**src/rtl/vbi_sequence_extractor.sv**
```systemverilog
// vbi_sequence_extractor
// Slices one VBI line of decoded luma into a 48-bit frame: preamble, 32-bit
// sequence number, then CRC-8. A good frame updates sequence_external and
// raises sequence_external_valid for VALID_HOLD clocks. A bad frame pulses
// frame_error and bumps a saturating error counter.
// Build option: define SEQ_CRC_CHECK_EN to require a CRC-8 match (poly 0x07,
// init 0x00) in addition to the preamble. Without it, the CRC byte is
// sampled but ignored.
module vbi_sequence_extractor #(
    parameter logic [9:0] SEQ_LINE        = 10'd14,
    parameter int         FIELD_SEL       = 2,
    parameter int         START_OFFSET    = 16,
    parameter int         SAMPLES_PER_BIT = 8,
    parameter logic [7:0] THRESHOLD       = 8'd128,
    parameter logic [7:0] PREAMBLE        = 8'hA5,
    parameter int         VALID_HOLD      = 16
) (
    input  logic        clk,
    input  logic        reset_n,
    input  logic        pix_valid,
    input  logic [7:0]  luma,
    input  logic        line_start,
    input  logic [9:0]  line_number,
    input  logic        field,
    output logic [31:0] sequence_external,
    output logic        sequence_external_valid,
    output logic        frame_error,
    output logic [15:0] error_count
);

    typedef enum logic [1:0] {IDLE, SAMPLE, CHECK, HOLD} state_t;

    // Pixel count of the centre of bit cell 0, and the spacing between cells.
    localparam logic [15:0] FIRST_SAMPLE = 16'(START_OFFSET + SAMPLES_PER_BIT / 2);
    localparam logic [15:0] BIT_STEP     = 16'(SAMPLES_PER_BIT);
    localparam logic [15:0] HOLD_LAST    = 16'(VALID_HOLD - 1);

    state_t      state;
    state_t      state_next;
    logic [15:0] pix_cnt;
    logic [15:0] sample_at;
    logic [5:0]  bit_cnt;
    logic [39:0] frame_shift;     // preamble in [39:32], sequence in [31:0]
    logic [15:0] hold_cnt;

    logic        line_match;
    logic        field_ok;
    logic        sliced_bit;
    logic        sample_hit;
    logic        frame_ok;

    logic        start_frame;
    logic        take_bit;
    logic        accept;
    logic        reject;

    assign field_ok   = (FIELD_SEL == 2) || (FIELD_SEL == 0 && !field) || (FIELD_SEL == 1 && field);
    assign line_match = line_start && (line_number == SEQ_LINE) && field_ok;
    assign sliced_bit = (luma >= THRESHOLD);
    assign sample_hit = pix_valid && (pix_cnt == sample_at);

`ifdef SEQ_CRC_CHECK_EN
    logic [7:0] crc_calc;
    logic [7:0] crc_rx;

    // One serial step of CRC-8, polynomial x^8 + x^2 + x + 1.
    function automatic logic [7:0] crc8_step(input logic [7:0] crc, input logic din);
        logic fb;
        fb = crc[7] ^ din;
        return {crc[6:0], 1'b0} ^ (fb ? 8'h07 : 8'h00);
    endfunction

    // CRC runs over the 32 sequence bits; the received CRC byte is collected separately.
    always_ff @(posedge clk or negedge reset_n) begin
        if (!reset_n) begin
            crc_calc <= 8'h00;
            crc_rx   <= 8'h00;
        end else if (start_frame) begin
            crc_calc <= 8'h00;
            crc_rx   <= 8'h00;
        end else if (take_bit) begin
            if (bit_cnt >= 6'd8 && bit_cnt <= 6'd39)
                crc_calc <= crc8_step(crc_calc, sliced_bit);
            if (bit_cnt >= 6'd40)
                crc_rx <= {crc_rx[6:0], sliced_bit};
        end
    end

    assign frame_ok = (frame_shift[39:32] == PREAMBLE) && (crc_calc == crc_rx);
`else
    assign frame_ok = (frame_shift[39:32] == PREAMBLE);
`endif

    // State register.
    always_ff @(posedge clk or negedge reset_n) begin
        // NOTE: every register here uses <= so all flops update together on the edge.
        if (!reset_n) state <= IDLE;
        else          state <= state_next;
    end

    // Next-state decode and the one-cycle datapath controls.
    always_comb begin
        // NOTE: defaults first so no path leaves a signal unassigned (no latches).
        state_next  = state;
        start_frame = 1'b0;
        take_bit    = 1'b0;
        accept      = 1'b0;
        reject      = 1'b0;
        unique case (state)
            IDLE: begin
                if (line_match) begin
                    start_frame = 1'b1;
                    state_next  = SAMPLE;
                end
            end
            SAMPLE: begin
                if (line_start) begin
                    // A new line always kills the frame in flight; restart if it is ours.
                    reject = 1'b1;
                    if (line_match) start_frame = 1'b1;
                    else            state_next  = IDLE;
                end else if (sample_hit) begin
                    take_bit = 1'b1;
                    if (bit_cnt == 6'd47) state_next = CHECK;
                end
            end
            CHECK: begin
                if (frame_ok) begin
                    accept     = 1'b1;
                    state_next = HOLD;
                end else begin
                    reject     = 1'b1;
                    state_next = IDLE;
                end
            end
            HOLD: begin
                if (line_match) begin
                    start_frame = 1'b1;
                    state_next  = SAMPLE;
                end else if (hold_cnt == HOLD_LAST) begin
                    state_next = IDLE;
                end
            end
            default: state_next = IDLE;
        endcase
    end

    // Valid drops in the same cycle a matching line_start arrives during HOLD.
    assign sequence_external_valid = (state == HOLD) && !line_match;
    assign frame_error             = reject;

    // Pixel counting and bit-cell sampling.
    always_ff @(posedge clk or negedge reset_n) begin
        if (!reset_n) begin
            pix_cnt     <= 16'd0;
            sample_at   <= FIRST_SAMPLE;
            bit_cnt     <= 6'd0;
            frame_shift <= 40'd0;
        end else if (start_frame) begin
            pix_cnt     <= 16'd0;
            sample_at   <= FIRST_SAMPLE;
            bit_cnt     <= 6'd0;
            frame_shift <= 40'd0;
        end else begin
            if (pix_valid) pix_cnt <= pix_cnt + 16'd1;
            if (take_bit) begin
                sample_at <= sample_at + BIT_STEP;
                bit_cnt   <= bit_cnt + 6'd1;
                // Only preamble and sequence are kept; CRC bits are handled apart.
                if (bit_cnt < 6'd40) frame_shift <= {frame_shift[38:0], sliced_bit};
            end
        end
    end

    // Published sequence, hold timer and saturating error counter.
    always_ff @(posedge clk or negedge reset_n) begin
        if (!reset_n) begin
            sequence_external <= 32'd0;
            hold_cnt          <= 16'd0;
            error_count       <= 16'd0;
        end else begin
            if (accept) begin
                sequence_external <= frame_shift[31:0];
                hold_cnt          <= 16'd0;
            end else if (state == HOLD) begin
                hold_cnt <= hold_cnt + 16'd1;
            end
            if (reject && error_count != 16'hFFFF)
                error_count <= error_count + 16'd1;
        end
    end

endmodule
```
**config.mk**
```make
export PLATFORM = sky130hd
export DESIGN_NAME = vbi_sequence_extractor
export DESIGN_NICKNAME = d
export VERILOG_FILES = /design/src/rtl/vbi_sequence_extractor.sv
export SDC_FILE = /design/constraint.sdc
export NUM_CORES = 1
export LEC_CHECK = 0
export CAP_MARGIN = 5
export CELL_PAD_IN_SITES_DETAIL_PLACEMENT = 1
export CELL_PAD_IN_SITES_GLOBAL_PLACEMENT = 1
export CORE_ASPECT_RATIO = 1.1
export CORE_UTILIZATION = 35
export DETAILED_ROUTE_END_ITERATION = 12
export GPL_TIMING_DRIVEN = 0
export PLACE_DENSITY_LB_ADDON = 0.1
export SETUP_SLACK_MARGIN = 0.2
export SYNTH_ARGS = -nofsm -noshare
export SYNTH_HDL_FRONTEND = slang
export SYNTH_SLANG_ARGS = --single-unit
```
**constraint.sdc**
```tcl
create_clock -name clk -period 2.6 [get_ports clk]
set_input_delay 0.52 -clock clk [delete_from_list [all_inputs] [get_ports clk]]
set_output_delay 0.52 -clock clk [all_outputs]
set_load 0.05 [all_outputs]
```
* Yosys cells after proc, flatten, opt, wreduce, memory -nomap -nowiden *
Cells that the tools add are included.

word-level totals
  flip-flop bits (word level) = 144
  input port bits = 23
  logic and storage cells = 73

operators by class
  add/sub/neg operators = 5
  $lt $le $gt $ge = 2
  equal/unequal tests = 14
  mux-type cells = 31
  reduce and logical (&&, ||, !) cells = 13

operator list
  cell                                                               number
  40-bit 2-to-1 mux                                                  3
  16-bit 2-to-1 mux                                                  6
  16-bit by 1-bit adder with 16-bit output (second input constant)   3
  16-bit by 4-bit adder with 16-bit output (second input constant)   1
  16-bit == test                                                     1
  16-bit by 4-bit == test with 1-bit output (second input constant)  1
  2-bit 2-to-1 mux                                                   8
  16-bit != test (second input constant)                             1
  6-bit 2-to-1 mux                                                   2
  3-bit != test (second input constant)                              4
  10-bit by 4-bit == test with 1-bit output (second input constant)  1
  1-bit 2-to-1 mux                                                   9
  8-bit == test (second input constant)                              1
  8-bit >= comparator (second input constant)                        1
  2-bit case mux with 4 select lines                                 1
  2-bit nonzero test                                                 4
  6-bit by 1-bit adder with 6-bit output (second input constant)     1
  6-bit == test (second input constant)                              1
  6-bit < comparator (second input constant)                         1
  5-bit AND reduction                                                1
  2-bit == test (second input constant)                              2
  1-bit logical AND                                                  4
  1-bit case mux with 2 select lines                                 2
  2-bit by 1-bit == test with 1-bit output (second input constant)   1
  5 further kinds                                                    5

* Depth between registers and ports, before layout *
Gate-level depths: netlist of the first run.

  depth after elaboration = 7
  depth in mapped cells = 11
  gate-level depth less buffers = 8

* Least setup slack after synthesis of the first run *
Ideal clock, no wire load.

  path kind = flip-flop to flip-flop
  from = register state[0]
  to = register error_count[9]
  library setup time = 142 ps
  arrival time = 2,276 ps
  data required time = 2,458 ps
  path slack = 182 ps
  stages on the path, launching flop included = 9
  buffers on the path = 1
  cell sequence = dfrtp_1 inv_1 ha_1 a21boi_0 o21a_1 a21boi_0 clkbuf_1 nand4_1 xnor2_1

between the ends
  longest elaborated chain between the ends = 3

RTL lines
  what                                                                              line  source
  start: declaration                                                                38    state_t state;
  start signal: assignment                                                          98    else state <= state_next;
  2-bit == test / 2-bit by 1-bit == test with 1-bit output (equally long branches)  109   unique case (state)
  1-bit case mux with 2 select lines (*)                                            109
  named net frame_error                                                             27    output logic frame_error,
  1-bit logical AND (*)                                                             188   if (reject && error_count != 16'hFFFF)
  end signal: assignment                                                            189   error_count <= error_count + 16'd1;
  end: declaration                                                                  28    output logic [15:0] error_count

Mark *: on every way through the listed nets, which the timed path passes. The rest lies on a longest branch.
A chain may end at the register's enable or synchronous reset.

* Worst setup path after layout of the first run *
  from = register sample_at[6]
  to = register sample_at[8]

between the ends
  longest elaborated chain between the ends = 6

RTL lines
  what                                                                                              line  source
  start: declaration                                                                                41    logic [15:0] sample_at;
  start signal: assignment                                                                          167   sample_at <= sample_at + BIT_STEP;
  parallel branches: the longest is 6 deep, another holds 16-bit by 4-bit adder with 16-bit output  n/a

Parallel ways; which one is timed is not known. The select of a mux whose other input is x is not followed.

==> results.cfg, run 1 <==
[global_routing]
first_global_vias = 5670
grt_pass1_wl_um = 27900
grt_max_degree = 75
grt_usage_pct = 18.2
antenna_found_initial = 0
grt-ovfl-total = 0

[die]
core_mm2 = 0.0183
dieArea_mm2 = 0.0192
start_util_pct = 35.6
rows = 52
ios = 73
fp.dieH_um = 145
dieWidth_um = 132

[cells_and_area]
synthToLayoutAreaGrowth_pct = 27.8
layout.area.seq_mm2 = 0.00356
multi_input_area_mm2 = 0.00292
layoutNonFillerInstCount = 1049
fin_nets = 828
drive_above_1_share_pct = 12.7
final_cell_mix = nand2_1 (204), dfrtp_1 (137), clkdlybuf4s50_1 (60)
fillCellCount = 2112
final_common_cell = nand2_1
antennaDiodeCount = 0

[synthesis]
synthArstFlopShare_pct = 100
syn_nets = 733
netlist.top_cell.by_area = dfrtp_1
yosys_warnings = 0
yosysSeqAreaShare_pct = 54.5
ys_types = 48
synth_edf_count = 0
syn_inst = 698
synthFlopType = dfrtp_1
yosys_register_bits = 142
syn-cell-area_mm2 = 0.00653
synth.area.top_cells = dfrtp_1 (54%), nand2_1 (12%), xor2_1 (5.6%)
netlist.area_leader.share_pct = 53.7
syn_area_per_cell_um2 = 9.35

[clocking]
cts_sinks = 142
cts_root_buffer = clkbuf_16
cts_buffer_depth = 2
clkTransAtPathRegs_ps = 60
htreeDepth = 4
insertion_delay_ps = 430
cts_tree = built
cts_buffers = 17

[setup_path]
critPathBufInv = 1
end_kind = register
worstPathArrival_ps = 2790
critical_path_class = reg2reg
critical_path.max_fanout = 9
start_kind = register
crit_required_ps = 2960
cp_slowest_cell = or4_1
cp_cell_sequence = xor2_1 -> nor4_1 -> nand4_1 -> or2_2 -> buf_4 -> or4_1 -> a21oi_2
slowest_delay_ps = 520
crit_family = simple AND/OR/NAND/NOR gates

[pwr]
p_sw_mw = 1.89
peakVddDrop_mv = 0.506
p_clk_share_pct = 39.9
comb_power_share_pct = 18.6
seqPwrFrac_pct = 41.5
p_per_area_mw_per_mm2 = 754
p_sw_share_pct = 30.0
intPower_mw = 4.40
p_leak_nw = 3.86
power_mw = 6.29

[timing]
rsz0062_at_grt = true
fin_crit_sh_pct = 93.5
tns_ps = 0
worst_hold_slack_ps = 83.3
hold_viol_final = 0
period_minus_slack_ps = 2430
setup_viol = 0
fmax_mhz = 411
fin_ws_ps = 169
slew_headroom_pct = 53.8
slew_violations = 0
worstMarginPinSlew_ps = 693
finClkSkew_ps = 9.65

[detailed_routing]
vias_per_cell = 4.97
route.detailed.drc = 0
drt_wl_total_um = 16100
drt_iter0_markers = 182
avgRoutedWirePerCell_um = 15.4
postRouteAntennaNets = 0
first_pass_iters = 4
via_count = 5218

[outcome]
status = finished, final reports clean

[placed_design]
globalplace.congestion = 0.782
dp_slack_ps = -477
dp_hpwl_um = 11300
placed_cells = 1005
port_buffers = 63

[worst_hold_path]
hold_path.class = in2async

[job]
cap_violations = 0
## cell usage after synthesis (all sizes together) (2+ instances only)
cell / n
nor3: 11
nand3: 32
or3: 4
and2: 3
xnor2: 24
mux2i: 3
dfstp: 2
nand2: 205
ha: 12
nor2b: 2
nor4: 12
dfrtp: 140
o21a: 2
o31ai: 3
a21oi: 49
buf: 6
clkbuf: 25
or4: 2
nor4bb: 2
and4: 3
nor2: 56
a211o: 2
o21ai: 5
inv: 7
a21boi: 2
nand4: 15
xor2: 42
and3: 14
## per-layer routing
layer  global-route usage [%]  vias up  routed length, µm
li1                         -     2499                  -
met1                     21.5     2620               6990
met2                     31.4       71               8330
met3                     4.61       28                447
met4                     7.41        0                346
met5                        0        -                  0
## power groups by stage
stage,logic [mW],registers [mW],clock network [mW]
after global routing,1.29,2.64,2.67
final,1.17,2.61,2.51
after CTS,1.07,2.61,2.58
after detailed placement,1.05,2.64,0
after global placement,1.00,2.63,0
after floorplan,0.604,2.71,0
## path summary, 6_finish.rpt
| path | slack, ps | cells after the start | endpoint | startpoint |
|---|---|---|---|---|
| min in group clk | 470 | 2 | sequence_external[19]$_DFFE_PN0N_ | sequence_external[19]$_DFFE_PN0N_ |
| max | 170 | 7 | sample_at[8]$_DFFE_PN0P_ | sample_at[6]$_DFFE_PN0P_ |
| min reg2reg | 470 | 2 | sequence_external[19]$_DFFE_PN0N_ | sequence_external[19]$_DFFE_PN0N_ |
| max in group asynchronous | 1720 | 2 | frame_shift[6]$_DFFE_PN0P_ | reset_n |
| min | 80 | 1 | hold_cnt[8]$_DFFE_PN0P_ | reset_n |
| max reg2reg | 170 | 7 | sample_at[8]$_DFFE_PN0P_ | sample_at[6]$_DFFE_PN0P_ |
## through the flow
step                utilization, %  area (µm²)
finish                        45.5        8340
global route                  45.5        8340
CTS                           44.4        8150
detailed placement            40.8        7490
global placement              40.7        7460
floorplan                        -        6530
## layout make-up
| class | count | share of cell area, % |
|---|---|---|
| sequential | 142 | 42.7 |
| multi-input combinational | 518 | 35.0 |
| timing repair buffer | 76 | 8.93 |
| clock buffer | 19 | 5.31 |
| tap | 243 | 3.65 |
| buffer | 31 | 2.24 |
| clock inverter | 13 | 1.94 |
| inverter | 7 | 0.315 |
## cell families (layout without fill, tap and decap cells)
group | Yosys count | in the layout | synth area share (%)
compound gates | 69 | 69 | 6.00
xor+xnor | 66 | 66 | 8.86
fa+ha+maj | 12 | 12 | 2.30
buf+inv | 38 | 146 | 2.44
flops | 142 | 142 | 54.5
mux | 4 | 4 | 0.633
simple gates | 367 | 367 | 25.3
## timing repair
| item | CTS | global route |
|---|---|---|
| endpoints found under the setup margin | 82 | 77 |
| hold buffers | 0 | 0 |
| pin swaps | 3 | 15 |
| gates cloned | 0 | 0 |
| resized for setup | 25 | 59 |
| setup buffers | 4 | 8 |
## sequential cells by signal, summed over array words and instances (netlist names)
| register | flops |
|---|---|
| hold_cnt | 16 |
| frame_shift | 40 |
| bit_cnt | 6 |
| state | 2 |
| error_count | 16 |
| sample_at | 14 |
| sequence_external | 32 |
| pix_cnt | 16 |
Power figures use the tool's default switching activity.
==> run 2: changes to the inputs <==
--- a/config.mk
+++ b/config.mk
@@ -5,10 +5,12 @@
 export SDC_FILE = /design/constraint.sdc
 export NUM_CORES = 1
 export LEC_CHECK = 0
+export ABC_AREA = 1
 export CAP_MARGIN = 5
 export CELL_PAD_IN_SITES_DETAIL_PLACEMENT = 1
 export CELL_PAD_IN_SITES_GLOBAL_PLACEMENT = 1
 export CORE_ASPECT_RATIO = 1.1
+export CORE_MARGIN = 2
 export CORE_UTILIZATION = 35
 export DETAILED_ROUTE_END_ITERATION = 12
 export GPL_TIMING_DRIVEN = 0
==> run 2 against run 1 <==
Effect of this change:
- die area up 16%
- via count up 22%
- setup slack better by 86 ps
- register-to-register slack better by 220 ps
- non-clock buffer count down 10
- clock-buffer cell count down 1
- clock skew up 4.5 ps
==> results.cfg, run 2 <==
[synthesis]
synth_edf_count = 0
yosysMostFrequentCell = nand2_1
syn_area_per_cell_um2 = 7.81
syn_inst = 946
yosysSeqAreaShare_pct = 48.1
yosys_register_bits = 142
synthFlopType = dfrtp_1
netlist.top_cell.by_area = dfrtp_1
synthTopCellsByCount = nand2_1 (362), dfrtp_1 (140), nor2_1 (91), inv_1 (78), nand3_1 (46)
synth.area.top_cells = dfrtp_1 (47%), nand2_1 (18%), o21ai_2 (4.7%)
netlist.area_leader.share_pct = 47.4
synthArstFlopShare_pct = 100
syn-cell-area_mm2 = 0.00739
yosys_warnings = 0
syn_nets = 981
ys_types = 42

[timing]
hold_viol_final = 0
rsz0062_at_grt = true
period_minus_slack_ps = 2340
fin_ws_ps = 255
slew_headroom_pct = 51.9
fmax_mhz = 426
slew_violations = 0
fin_crit_sh_pct = 90.2
worstMarginPinSlew_ps = 722
finClkSkew_ps = 14.1
setup_viol = 0

[clocking]
insertion_delay_ps = 430
cts_sinks = 142
cts_root_buffer = clkbuf_16
cts_buffer_depth = 2
clkTransAtPathRegs_ps = 70
cts_tree = built
cts_buffers = 17
htreeDepth = 4

[global_routing]
antenna_found_initial = 0
grt_max_degree = 80
grt_pass1_wl_um = 34100
first_global_vias = 6684
grt_usage_pct = 19.3
grt-ovfl-total = 0

[pwr]
p_leak_nw = 4.41
power_mw = 5.99
p_per_area_mw_per_mm2 = 666
peakVddDrop_mv = 0.445

[placed_design]
globalplace.congestion = 0.772
dp_hpwl_um = 14400
dp_slack_ps = -895
port_buffers = 63

[cells_and_area]
largest_registers = frame_shift: 40 flops, sequence_external: 32 flops
largest_reg_flops = 40
final_common_cell = nand2_1
final_cell_mix = nand2_1 (361), dfrtp_1 (139), nor2_1 (88)
synthToLayoutAreaGrowth_pct = 21.9
top_register = frame_shift
fillCellCount = 2529
drive_above_1_share_pct = 12.9
antennaDiodeCount = 0
fin_nets = 1068

[setup_path]
worstReg2RegStart = state[1]$_DFFE_PN0P_
r2r_cells = 9
worstPathArrival_ps = 1820
rrSetupSlack_ps = 390
rr_endpoint = frame_shift[1]$_DFFE_PN0P_
crit_required_ps = 2080
end_kind = primary output
start_kind = register
critical_path.max_fanout = 10
critical_path_class = reg2out

[die]
rows = 55
core_mm2 = 0.0206
dieWidth_um = 143
dieArea_mm2 = 0.0223
ios = 73
start_util_pct = 35.8
fp.dieH_um = 156

[detailed_routing]
drt_iter0_markers = 317
via_count = 6351
postRouteAntennaNets = 0
drt_wl_total_um = 20200
first_pass_iters = 4
avgRoutedWirePerCell_um = 15.5
vias_per_cell = 4.88
route.detailed.drc = 0

[outcome]
status = finished, final reports clean

[worst_hold_path]
hold_path.class = in2async

[job]
cap_violations = 0
-- run 2: cell types whose count changed after synthesis, moves of 14 or more --
cell / change
o21ai_2: +40
xor2_1: -33
xnor2_1: -16
nand2_1: +157
nand3_1: +14
and3_1: -14
inv_1: +71
a21oi_1: -27
nor2_1: +35
-- run 2: cell type report --
cell class / count / area [µm²] / share of cell area [%]
well taps: 256 / 320 / 3.56
inverters: 86 / 323 / 3.58
flip-flops and latches: 142 / 3560 / 39.5
clock inverters: 14 / 124 / 1.38
multi-input cells: 689 / 3360 / 37.3
clock buffers: 18 / 439 / 4.88
repair buffers: 68 / 688 / 7.64
plain buffers: 29 / 199 / 2.21
-- run 2: logic make-up (layout without fill, tap and decap cells) --
family | count (synthesis) | in the layout | share of synthesized area, %
xor gates and xnor gates | 17 | 17 | 2.02
adders and majority gates | 12 | 12 | 2.03
muxes | 1 | 1 | 0.135
and+or+nand+nor | 562 | 562 | 31.8
AOI/OAI and AO/OA | 97 | 97 | 8.99
buffers and inverters | 115 | 215 | 6.91
DFF | 142 | 142 | 48.1
-- run 2: power breakdown --
part           switching [mW]  internal [mW]  total (mW)
logic                   0.683          0.407        1.09
clock network            1.11           1.28        2.39
registers               0.174           2.34        2.52
-- run 2: worst max-delay path by stage --
stage | start | to | slack, ps
floorplan | state[0]$_DFFE_PN0P_ | frame_error | 330
global placement | reset_n | error_count[12]$_DFFE_PN0P_ | -5360
detailed placement | line_start | frame_error | -900
CTS | state[1]$_DFFE_PN0P_ | frame_error | 120
global route | state[1]$_DFFE_PN0P_ | frame_error | 140
finish | state[1]$_DFFE_PN0P_ | frame_error | 260
-- run 2: per-layer routing --
layer / track usage (%) / part of all wire (%)
met4: 4.10 / 0.70
met3: 3.55 / 2.3
met2: 31.3 / 47
met5: 0 / 0
met1: 26.9 / 50
-- run 2: per-stage QoR --
| stage | instance area, µm² | TNS, ps | util [%] | std cells | hold slack (ps) |
|---|---|---|---|---|---|
| global placement | 8340 | -760430 | 40.4 | 1265 | 463 |
| detailed placement | 8370 | -7270 | 40.5 | 1266 | 466 |
| floorplan | 7390 | 0 | - | 946 | 224 |
| finish | 9010 | 0 | 43.6 | 1302 | 87.5 |
| CTS | 8950 | 0 | 43.4 | 1299 | 121 |
| global route | 9010 | 0 | 43.6 | 1302 | 142 |
-- run 2: what timing repair did --
item                                    in CTS  in global routing
endpoints found under the setup margin      43                 51
gates resized for setup                     16                 10
buffers inserted                             1                  3
hold buffers                                 0                  0
-- run 2: worst max-delay path, stage by stage (launching register included) --
cell      delay, ps
dfrtp_2         410
inv_1            90
ha_1            320
a21boi_4        250
buf_8           170
buf_6           160
==> run 3: changes to the inputs <==
--- a/config.mk
+++ b/config.mk
@@ -6,10 +6,10 @@
 export NUM_CORES = 1
 export LEC_CHECK = 0
 export ABC_AREA = 1
+export ABC_CLOCK_PERIOD_IN_PS = 2600
 export CAP_MARGIN = 5
 export CELL_PAD_IN_SITES_DETAIL_PLACEMENT = 1
 export CELL_PAD_IN_SITES_GLOBAL_PLACEMENT = 1
-export CORE_ASPECT_RATIO = 1.1
 export CORE_MARGIN = 2
 export CORE_UTILIZATION = 35
 export DETAILED_ROUTE_END_ITERATION = 12
==> run 3 against run 2 <==
Effect of this change:
- global-route usage is 0.19 points higher
- via count is 0.13% higher
- clock power is 3% lower
- first-iteration DRC count is 22% lower
- flip-flop and latch count stayed put
- final area hardly changed
- maximum frequency is 4.1% lower
==> results.cfg, run 3 (synthesis results as in run 2) <==
[placed_design]
port_buffers = 63
globalplace.congestion = 0.829
dp_hpwl_um = 14800
dp_slack_ps = -917

[timing]
fmax_mhz = 409
slew_headroom_pct = 53.5
worstMarginPinSlew_ps = 698
hold_viol_final = 0
fin_crit_sh_pct = 94.0
setup_viol = 0
fin_ws_ps = 156
slew_violations = 0
period_minus_slack_ps = 2440
finClkSkew_ps = 14.5
rsz0062_at_grt = true

[die]
ios = 73
start_util_pct = 35.4
core_mm2 = 0.0209
dieWidth_um = 149
dieArea_mm2 = 0.0223
fp.dieH_um = 149
rows = 53

[detailed_routing]
first_pass_iters = 4
avgRoutedWirePerCell_um = 15.5
drt_iter0_markers = 247
postRouteAntennaNets = 0
route.detailed.drc = 0
via_count = 6359
vias_per_cell = 4.82
drt_wl_total_um = 20400

[outcome]
status = finished, final reports clean

[setup_path]
cp_cell_sequence = inv_1 -> ha_1 -> a21boi_4 -> buf_6 -> buf_4
end_kind = primary output
critical_path_class = reg2out
cp_slowest_cell = dfrtp_1
slowest_delay_ps = 400
worstPathArrival_ps = 1920
r2r_cells = 9
start_kind = register
critical_path.max_fanout = 10
worstReg2RegStart = state[0]$_DFFE_PN0P_
rr_endpoint = frame_shift[35]$_DFFE_PN0P_
crit_required_ps = 2080
rrSetupSlack_ps = 360

[global_routing]
antenna_found_initial = 0
grt_usage_pct = 19.4
grt_max_degree = 86
first_global_vias = 6641
grt_pass1_wl_um = 34400
grt-ovfl-total = 0

[pwr]
seqPwrFrac_pct = 42.6
intPower_mw = 3.98
comb_power_share_pct = 18.3
p_per_area_mw_per_mm2 = 657
p_sw_mw = 1.93
peakVddDrop_mv = 0.463
p_sw_share_pct = 32.7
p_leak_nw = 4.40
p_clk_share_pct = 39.1

[cells_and_area]
antennaDiodeCount = 0
largest_registers = frame_shift: 40 flops, sequence_external: 32 flops
fin_util_pct = 43.1
final_cell_mix = nand2_1 (360), dfrtp_1 (140), nor2_1 (89)
fin_nets = 1066
drive_above_1_share_pct = 12.6
largest_reg_flops = 40
final_common_cell = nand2_1
top_register = frame_shift
synthToLayoutAreaGrowth_pct = 21.8

[clocking]
insertion_delay_ps = 430
clkTransAtPathRegs_ps = 70
ctsHoldBuffers = 0
htreeDepth = 4
cts_tree = built
cts_buffer_depth = 2
cts_root_buffer = clkbuf_16
cts_sinks = 142
cts_buffers = 17

[worst_hold_path]
hold_path.class = in2async

[job]
cap_violations = 0
-- run 3: power groups by stage --
stage | logic (mW) | registers, mW | clock network (mW)
floorplan | 0.618 | 2.61 | 0
global placement | 1.01 | 2.55 | 0
detailed placement | 1.05 | 2.55 | 0
CTS | 1.07 | 2.52 | 2.38
global route | 1.24 | 2.54 | 2.47
finish | 1.08 | 2.52 | 2.31
-- run 3: worst max path at each step --
| stage | start | to | slack [ps] | cells past startpoint |
|---|---|---|---|---|
| final | state[0]$_DFFE_PN0P_ | frame_error | 160 | 5 |
| after global routing | state[0]$_DFFE_PN0P_ | frame_error | 50 | 5 |
| after CTS | state[1]$_DFFE_PN0P_ | frame_error | 40 | 5 |
| after detailed placement | line_start | frame_error | -920 | 5 |
| after global placement | reset_n | error_count[11]$_DFFE_PN0P_ | -5270 | 1 |
| after floorplan | state[0]$_DFFE_PN0P_ | frame_error | 330 | 4 |
-- run 3: stage by stage --
| step | power (mW) | instances | instance area, µm² | hold WS [ps] | TNS [ps] |
|---|---|---|---|---|---|
| floorplan | 3.23 | 946 | 7390 | 224 | 0 |
| global placement | 3.57 | 1284 | 8360 | 464 | -747340 |
| CTS | 5.98 | 1318 | 8960 | 91.1 | 0 |
| global route | 6.25 | 1319 | 9000 | 113 | 0 |
| detailed placement | 3.60 | 1285 | 8390 | 464 | -5330 |
| finish | 5.91 | 1319 | 9000 | 61.1 | 0 |
-- run 3: routing by layer --
| metal | global-route usage, % | part of all wire (%) |
|---|---|---|
| met1 | 27.4 | 49 |
| met2 | 31.5 | 47 |
| met3 | 3.12 | 2.6 |
| met4 | 4.71 | 1.1 |
| met5 | 0 | 0 |
-- run 3: repair_timing --
item                                    CTS  global route
gates resized for setup                  15            13
endpoints found under the setup margin   46            62
pin swaps                                 0             1
buffers inserted                          1             1
-- run 3: area by class of cell --
type | count | area [µm²]
Tap cell | 275 | 344
Buffer | 29 | 196
Clock buffer | 17 | 425
Inverter | 86 | 323
Timing Repair Buffer | 66 | 669
Sequential cell | 142 | 3560
Multi-Input combinational cell | 689 | 3360
Clock inverter | 15 | 123
Fill cell | 2576 | 11900
-- run 3: critical path: cells and delay by family (launching register included) --
kind | cells | cell delay, ps
flip-flops | 1 | 400
buffers and inverters | 3 | 490
AO/OA/AOI/OAI | 1 | 250
adder cells (fa/ha/maj) | 1 | 350
